[src/rtl/fp_add_issuer.sv]
// Floating-point add issuer: accepts an operand pair, reports exponent
// ordering/difference, bypasses the adder when an operand is zero, otherwise
// pulses Go to the adder controller and captures its sum, with a watchdog
// that latches a sticky Timeout error.
module fp_add_issuer #(
    parameter int EXPBITS      = 8,
    parameter int MANTISSABITS = 23,
    parameter int TIMEOUT      = 64,
    localparam int W           = 1 + EXPBITS + MANTISSABITS
) (
    input  logic               Clock,
    input  logic               Reset,
    input  logic               InValid,
    output logic               InReady,
    input  logic [W-1:0]       InA,
    input  logic [W-1:0]       InB,
    output logic               ExpSet,
    output logic [EXPBITS-1:0] ExpDiff,
    output logic               Go,
    input  logic               Result,
    input  logic [W-1:0]       SumIn,
    output logic               OutValid,
    input  logic               OutReady,
    output logic [W-1:0]       OutSum,
    output logic               Timeout
);

    // Counter must be able to represent TIMEOUT+1 so the limit compare never wraps.
    localparam int CW = $clog2(TIMEOUT + 2);
    localparam logic [CW-1:0] CNT_LIM = CW'(TIMEOUT);

    typedef enum logic [2:0] {
        S_IDLE, S_LOAD, S_GO, S_DRAIN, S_WAIT, S_OUT, S_ERR
    } state_t;

    state_t        state_q, state_d;
    logic [W-1:0]  a_q, a_d;
    logic [W-1:0]  b_q, b_d;
    logic [W-1:0]  sum_q, sum_d;
    logic [CW-1:0] cnt_q, cnt_d;
    logic          tmo_q, tmo_d;

    logic [EXPBITS-1:0] exp_a, exp_b;
    logic               a_ge_b;
    logic               a_zero, b_zero;
    logic [CW-1:0]      cnt_next;

    assign exp_a    = a_q[W-2 -: EXPBITS];
    assign exp_b    = b_q[W-2 -: EXPBITS];
    assign a_ge_b   = (exp_a >= exp_b);
    // Zero means exponent and mantissa both clear; the sign bit is ignored.
    assign a_zero   = (a_q[W-2:0] == '0);
    assign b_zero   = (b_q[W-2:0] == '0);
    assign cnt_next = cnt_q + 1'b1;

    // Exponent info only reflects a live operand pair; operand registers are
    // frozen outside IDLE, so these stay stable until the pair retires.
    assign ExpSet   = (state_q != S_IDLE) && a_ge_b;
    assign ExpDiff  = (state_q == S_IDLE) ? '0 : (a_ge_b ? (exp_a - exp_b) : (exp_b - exp_a));
    assign InReady  = (state_q == S_IDLE);
    assign Go       = (state_q == S_GO);
    assign OutValid = (state_q == S_OUT);
    assign OutSum   = sum_q;
    assign Timeout  = tmo_q;

    // Next-state, operand capture, sum capture and watchdog counting.
    always_comb begin
        state_d = state_q;
        a_d     = a_q;
        b_d     = b_q;
        sum_d   = sum_q;
        cnt_d   = cnt_q;
        tmo_d   = tmo_q;
        case (state_q)
            S_IDLE: begin
                cnt_d = '0;
                if (InValid) begin
                    a_d     = InA;
                    b_d     = InB;
                    state_d = S_LOAD;
                end
            end
            S_LOAD: begin
                if (b_zero) begin
                    sum_d   = a_q;
                    state_d = S_OUT;
                end else if (a_zero) begin
                    sum_d   = b_q;
                    state_d = S_OUT;
                end else begin
                    state_d = S_GO;
                end
            end
            S_GO: begin
                // Counter holds 0 during GO, so it equals cycles elapsed since Go.
                cnt_d   = cnt_next;
                state_d = S_DRAIN;
            end
            S_DRAIN: begin
                if (cnt_next >= CNT_LIM) begin
                    tmo_d   = 1'b1;
                    state_d = S_ERR;
                end else begin
                    cnt_d = cnt_next;
                    if (!Result) state_d = S_WAIT;
                end
            end
            S_WAIT: begin
                if (Result) begin
                    sum_d   = SumIn;
                    state_d = S_OUT;
                end else if (cnt_next >= CNT_LIM) begin
                    tmo_d   = 1'b1;
                    state_d = S_ERR;
                end else begin
                    cnt_d = cnt_next;
                end
            end
            S_OUT: begin
                if (OutReady) state_d = S_IDLE;
            end
            S_ERR: begin
                state_d = S_ERR;
            end
            default: state_d = S_IDLE;
        endcase
    end

    // State and datapath registers with synchronous reset.
    always_ff @(posedge Clock) begin
        if (Reset) begin
            state_q <= S_IDLE;
            a_q     <= '0;
            b_q     <= '0;
            sum_q   <= '0;
            cnt_q   <= '0;
            tmo_q   <= 1'b0;
        end else begin
            state_q <= state_d;
            a_q     <= a_d;
            b_q     <= b_d;
            sum_q   <= sum_d;
            cnt_q   <= cnt_d;
            tmo_q   <= tmo_d;
        end
    end

endmodule

[config.mk]
export PLATFORM = sky130hd
export DESIGN_NAME = fp_add_issuer
export DESIGN_NICKNAME = d
export VERILOG_FILES = /design/src/rtl/fp_add_issuer.sv
export SDC_FILE = /design/constraint.sdc
export NUM_CORES = 1
export LEC_CHECK = 0
export CORE_UTILIZATION = 36
export CTS_BUF_LIST = sky130_fd_sc_hd__clkbuf_8 sky130_fd_sc_hd__clkbuf_16
export DETAILED_ROUTE_END_ITERATION = 7
export GPL_TIMING_DRIVEN = 0
export HOLD_SLACK_MARGIN = 0.06
export PLACE_DENSITY = 0.68
export SYNTH_ARGS = -nofsm -noshare
export SYNTH_HDL_FRONTEND = slang
export SYNTH_SLANG_ARGS = --single-unit
[constraint.sdc]
create_clock -name Clock -period 3.3 [get_ports Clock]
set_input_delay 0.495 -clock Clock [delete_from_list [all_inputs] [get_ports Clock]]
set_output_delay 0.495 -clock Clock [all_outputs]
set_load 0.005 [all_outputs]
==> impl_metrics.py, run 1 <==
metrics = {
    "run_status": {
        "outcome": "finished with violations",
        "failed_checks": "negative setup slack",
    },
    "layout": {
        "fin_util_pct": 52.07,
        "area_delta_synth_final_pct": 41.23,
        "drive_above_1_share_pct": 9.417,
        "antenna_cells": 0,
        "fin_nets": 1007,
    },
    "setup_path": {
        "crit_family": "multiplexers",
        "slowest_delay_ps": 410,
        "crit_top_cell": "buf_4",
        "path_cells": "inv_1, ha_1, nand4_1, nand3_2, o21ai_2, buf_4, buf_4, mux2_4, a211oi_4, mux2i_1, buf_2",
        "critical_path.slowest_cell": "dfxtp_4",
        "critPathBufInv": 4,
        "cp_max_fo": 6,
        "critPathKind": "flop to output pin",
        "reg2reg_depth": 8,
        "end_kind": "output pin",
        "r2r_start": "b_q[26]",
        "rr_endpoint": "OutSum[17]",
        "cp-start-kind": "flop",
        "required_ps": 2800,
        "rrSetupSlack_ps": 400,
        "crit_arrival_ps": 2810,
    },
    "clocking": {
        "tritoncts": "built",
        "cts.sinks": 107,
        "numCtsBuffers": 9,
        "path_clk_slew_ps": 70,
        "cts_root_buf": "clkbuf_16",
        "htree_levels": 3,
        "insertion_delay_ps": 360,
        "clk_path_buf_depth": 2,
    },
    "die": {
        "rows": 44,
        "coreArea_um2": 14530,
        "die_h_um": 124.0,
        "ios": 146,
        "die_area_um2": 15380,
        "fp.dieW_um": 124.0,
        "initial_core_util_pct": 36.87,
    },
    "timing": {
        "finalCriticalPeriod_ps": 3304,
        "tightestPinTransition_ps": 746.1,
        "fin_skew_ps": 10.11,
        "worst_slack_ps": -4.048,
        "slew_headroom_pct": 50.07,
        "fmax_mhz": 302.7,
        "fin_crit_sh_pct": 100.1,
        "setup_viol": 1,
        "hold_viol_final": 0,
        "finalMaxSlewViolations": 0,
        "rsz0062_at_grt": "yes",
        "tns_ps": -4.048,
    },
    "min_path": {
        "hp-class": "flop to flop",
        "whs_path_depth": 2,
        "hold_end": "OutSum[5]",
        "hp-start": "OutSum[5]",
    },
    "route": {
        "wirelength_um": 17810,
        "antenna_left": 0,
        "via_per_inst": 5.300,
        "dr.pass1.iters": 5,
        "drt_iter0_markers": 494,
        "drc_errors": 0,
        "vias": 5703,
        "post_drt_wl_per_cell_um": 16.55,
    },
    "global_routing": {
        "grt_overflow": 0,
        "grtUsageTotal_pct": 23.17,
        "grt_first_pass_wirelength_um": 26610,
        "antenna_found_initial": 0,
        "first_global_vias": 5152,
        "grt_max_degree": 18,
    },
    "power_and_ir_drop": {
        "p_int_mw": 3.128,
        "pwr-share-comb_pct": 48.2,
        "power_switching_mw": 2.086,
        "p_sw_share_pct": 40.01,
        "finalPower_mw": 5.215,
        "p_seq_share_pct": 31.8,
        "clkPwrFrac_pct": 20.0,
        "powerDensity_nw_per_um2": 689.0,
        "peakVddDrop_mv": 0.2807,
        "leakage_nw": 2.721,
    },
    "synth": {
        "synth_cells": 722,
        "ys.flop_type": "dfxtp_1",
        "yosys.cell_types.count": 50,
        "ys_ff_latch": 107,
        "synthArstFlopShare_pct": 0,
        "synth_most_common_cell": "nand2_1",
        "yosysSeqAreaShare_pct": 39.97,
        "yosysWarnings": 0,
        "synth_common_cells": "nand2_1, a21oi_1, dfxtp_1",
        "yosysTopAreaCell": "dfxtp_1",
        "synthesis.nets": 841,
        "netlist_area_um2": 5359,
        "ys_top_cells_by_area": "dfxtp_1, nand2_1, a21oi_1, nor2_1, ha_1",
        "avgSynthCellArea_um2": 7.422,
        "synth_edf_count": 0,
        "synth_top_area_share_pct": 39.97,
    },
    "placed_design": {
        "gp_congestion": 0.9199,
        "io_buffers": 144,
        "dp_hpwl_um": 13480,
    },
    "flow_run": {
        "maxCapViolCount": 0,
    },
}
cell usage in the layout, fill, tap and decap left out, types with 3 or more instances in the layout:
| cell | Yosys | final |
|---|---|---|
| ha_1 | 16 | 9 |
| buf_2 | 5 | 5 |
| a311o_1 | 8 | 8 |
| clkdlybuf4s50_1 | 0 | 137 |
| nand2b_1 | 4 | 4 |
| dfxtp_2 | 0 | 10 |
| buf_4 | 0 | 11 |
| clkbuf_16 | 0 | 9 |
| nor4_1 | 14 | 14 |
| a21o_1 | 3 | 3 |
| buf_1 | 3 | 3 |
| buf_6 | 2 | 3 |
| a21oi_1 | 116 | 113 |
| nand2_1 | 182 | 181 |
| ha_2 | 0 | 3 |
| a21oi_2 | 0 | 3 |
| or3_1 | 24 | 24 |
| ha_4 | 0 | 4 |
| nand4_1 | 7 | 7 |
| mux2i_1 | 5 | 3 |
| dlymetal6s2s_1 | 0 | 3 |
| dfxtp_1 | 107 | 95 |
| a211o_1 | 3 | 3 |
| inv_1 | 25 | 24 |
| nor2_1 | 61 | 61 |
| clkbuf_1 | 35 | 35 |
| nor2b_1 | 3 | 3 |
| o21ai_0 | 13 | 11 |
| nand3_1 | 6 | 4 |
| a211oi_1 | 24 | 22 |
| nor3_1 | 17 | 15 |
power groups by stage:
| stage | registers, mW | clock network [mW] | logic [mW] |
|---|---|---|---|
| final | 1.66 | 1.04 | 2.51 |
| after CTS | 1.64 | 1.06 | 2.35 |
| after global placement | 1.66 | 0 | 2.10 |
| after floorplan | 1.61 | 0 | 1.38 |
| after detailed placement | 1.67 | 0 | 2.12 |
| after global routing | 1.68 | 1.10 | 2.76 |
registers in the layout, indices dropped and copies added (netlist names):
signal   flops
state_q      3
b_q         32
OutSum      32
Timeout      1
a_q         32
cnt_q        7
worst max-delay path by stage:
| stage | depth (start not counted) | endpoint | startpoint |
|---|---|---|---|
| 2_1_floorplan | 9 | ExpDiff[6] | a_q[27] |
| 3_3_place_gp | 10 | ExpDiff[6] | a_q[27] |
| 3_5_place_dp | 10 | ExpDiff[6] | a_q[27] |
| 4_1_cts | 13 | ExpDiff[6] | a_q[23] |
| 5_1_grt | 11 | ExpDiff[6] | a_q[24] |
| 6_report | 11 | ExpDiff[6] | a_q[24] |
repair_timing:
item                                    CTS  global route
pin swaps                                 4             5
hold buffers                              0             0
resized for setup                        31            34
setup buffers                             9             2
endpoints found under the setup margin    7             7
layout make-up:
type / instances / area [µm²]
inverters: 26 / 100.1
repair buffers: 155 / 1519
multi-input cells: 544 / 3083
clock inverters: 5 / 38.79
flip-flops and latches: 107 / 2162
clock buffers: 10 / 239.0
well taps: 184 / 230.2
plain buffers: 45 / 196.4
fillers: 1446 / 6965
tightest hold or removal path: cells and delay by family (launching register included):
family	cells	cell delay [ps]
simple gates	1	50
flops	1	310
compound gates	1	50
per-layer routing:
| layer | track usage [%] | share of wire [%] | vias to the layer above |
|---|---|---|---|
| met5 | 0 | 0 | - |
| met4 | 8.259 | 2.0 | 0 |
| met2 | 38.44 | 46 | 196 |
| met1 | 30.88 | 46 | 2648 |
| met3 | 2.793 | 6.0 | 22 |
| li1 | - | - | 2837 |
kinds of logic (layout without fill, tap and decap cells):
family                     after synthesis  in the layout  share of synthesized area (%)
buffers and inverters                   71            241                          5.370
adders and majority gates               18             18                          4.483
muxes                                    7              7                          1.354
AOI/OAI and AO/OA                      187            187                          21.50
DFF                                    107            107                          39.97
and+or+nand+nor                        330            330                          26.99
xor gates and xnor gates                 2              2                         0.3269
stage by stage:
| stage | hold slack, ps | instance area [µm²] | instances | worst slack [ps] |
|---|---|---|---|---|
| 4_1_cts | 453.6 | 7452 | 1074 | -130.6 |
| 3_3_place_gp | 438.7 | 7030 | 1050 | -390.8 |
| 5_1_grt | 467.9 | 7569 | 1076 | -99.54 |
| 3_5_place_dp | 444.6 | 7030 | 1050 | -411.6 |
| 2_1_floorplan | 436.7 | 5359 | 722 | 523.6 |
| 6_report | 452.6 | 7569 | 1076 | -4.048 |
Power figures use the tool's default switching activity.
==> inputs of run 2 (changes only) <==
--- a/config.mk
+++ b/config.mk
@@ -11,6 +11,7 @@
 export GPL_TIMING_DRIVEN = 0
 export HOLD_SLACK_MARGIN = 0.06
 export PLACE_DENSITY = 0.68
+export SLEW_MARGIN = 40
 export SYNTH_ARGS = -nofsm -noshare
 export SYNTH_HDL_FRONTEND = slang
 export SYNTH_SLANG_ARGS = --single-unit
==> results of run 2 <==
No change in the layout: final DEF, timing and power equal those of run 1.
==> inputs of run 3 (changes only) <==
--- a/config.mk
+++ b/config.mk
@@ -5,6 +5,7 @@
 export SDC_FILE = /design/constraint.sdc
 export NUM_CORES = 1
 export LEC_CHECK = 0
+export ABC_CLOCK_PERIOD_IN_PS = 3300
 export CORE_UTILIZATION = 36
 export CTS_BUF_LIST = sky130_fd_sc_hd__clkbuf_8 sky130_fd_sc_hd__clkbuf_16
 export DETAILED_ROUTE_END_ITERATION = 7
==> results of run 3 <==
No change in the layout: final DEF, timing and power equal those of run 1.
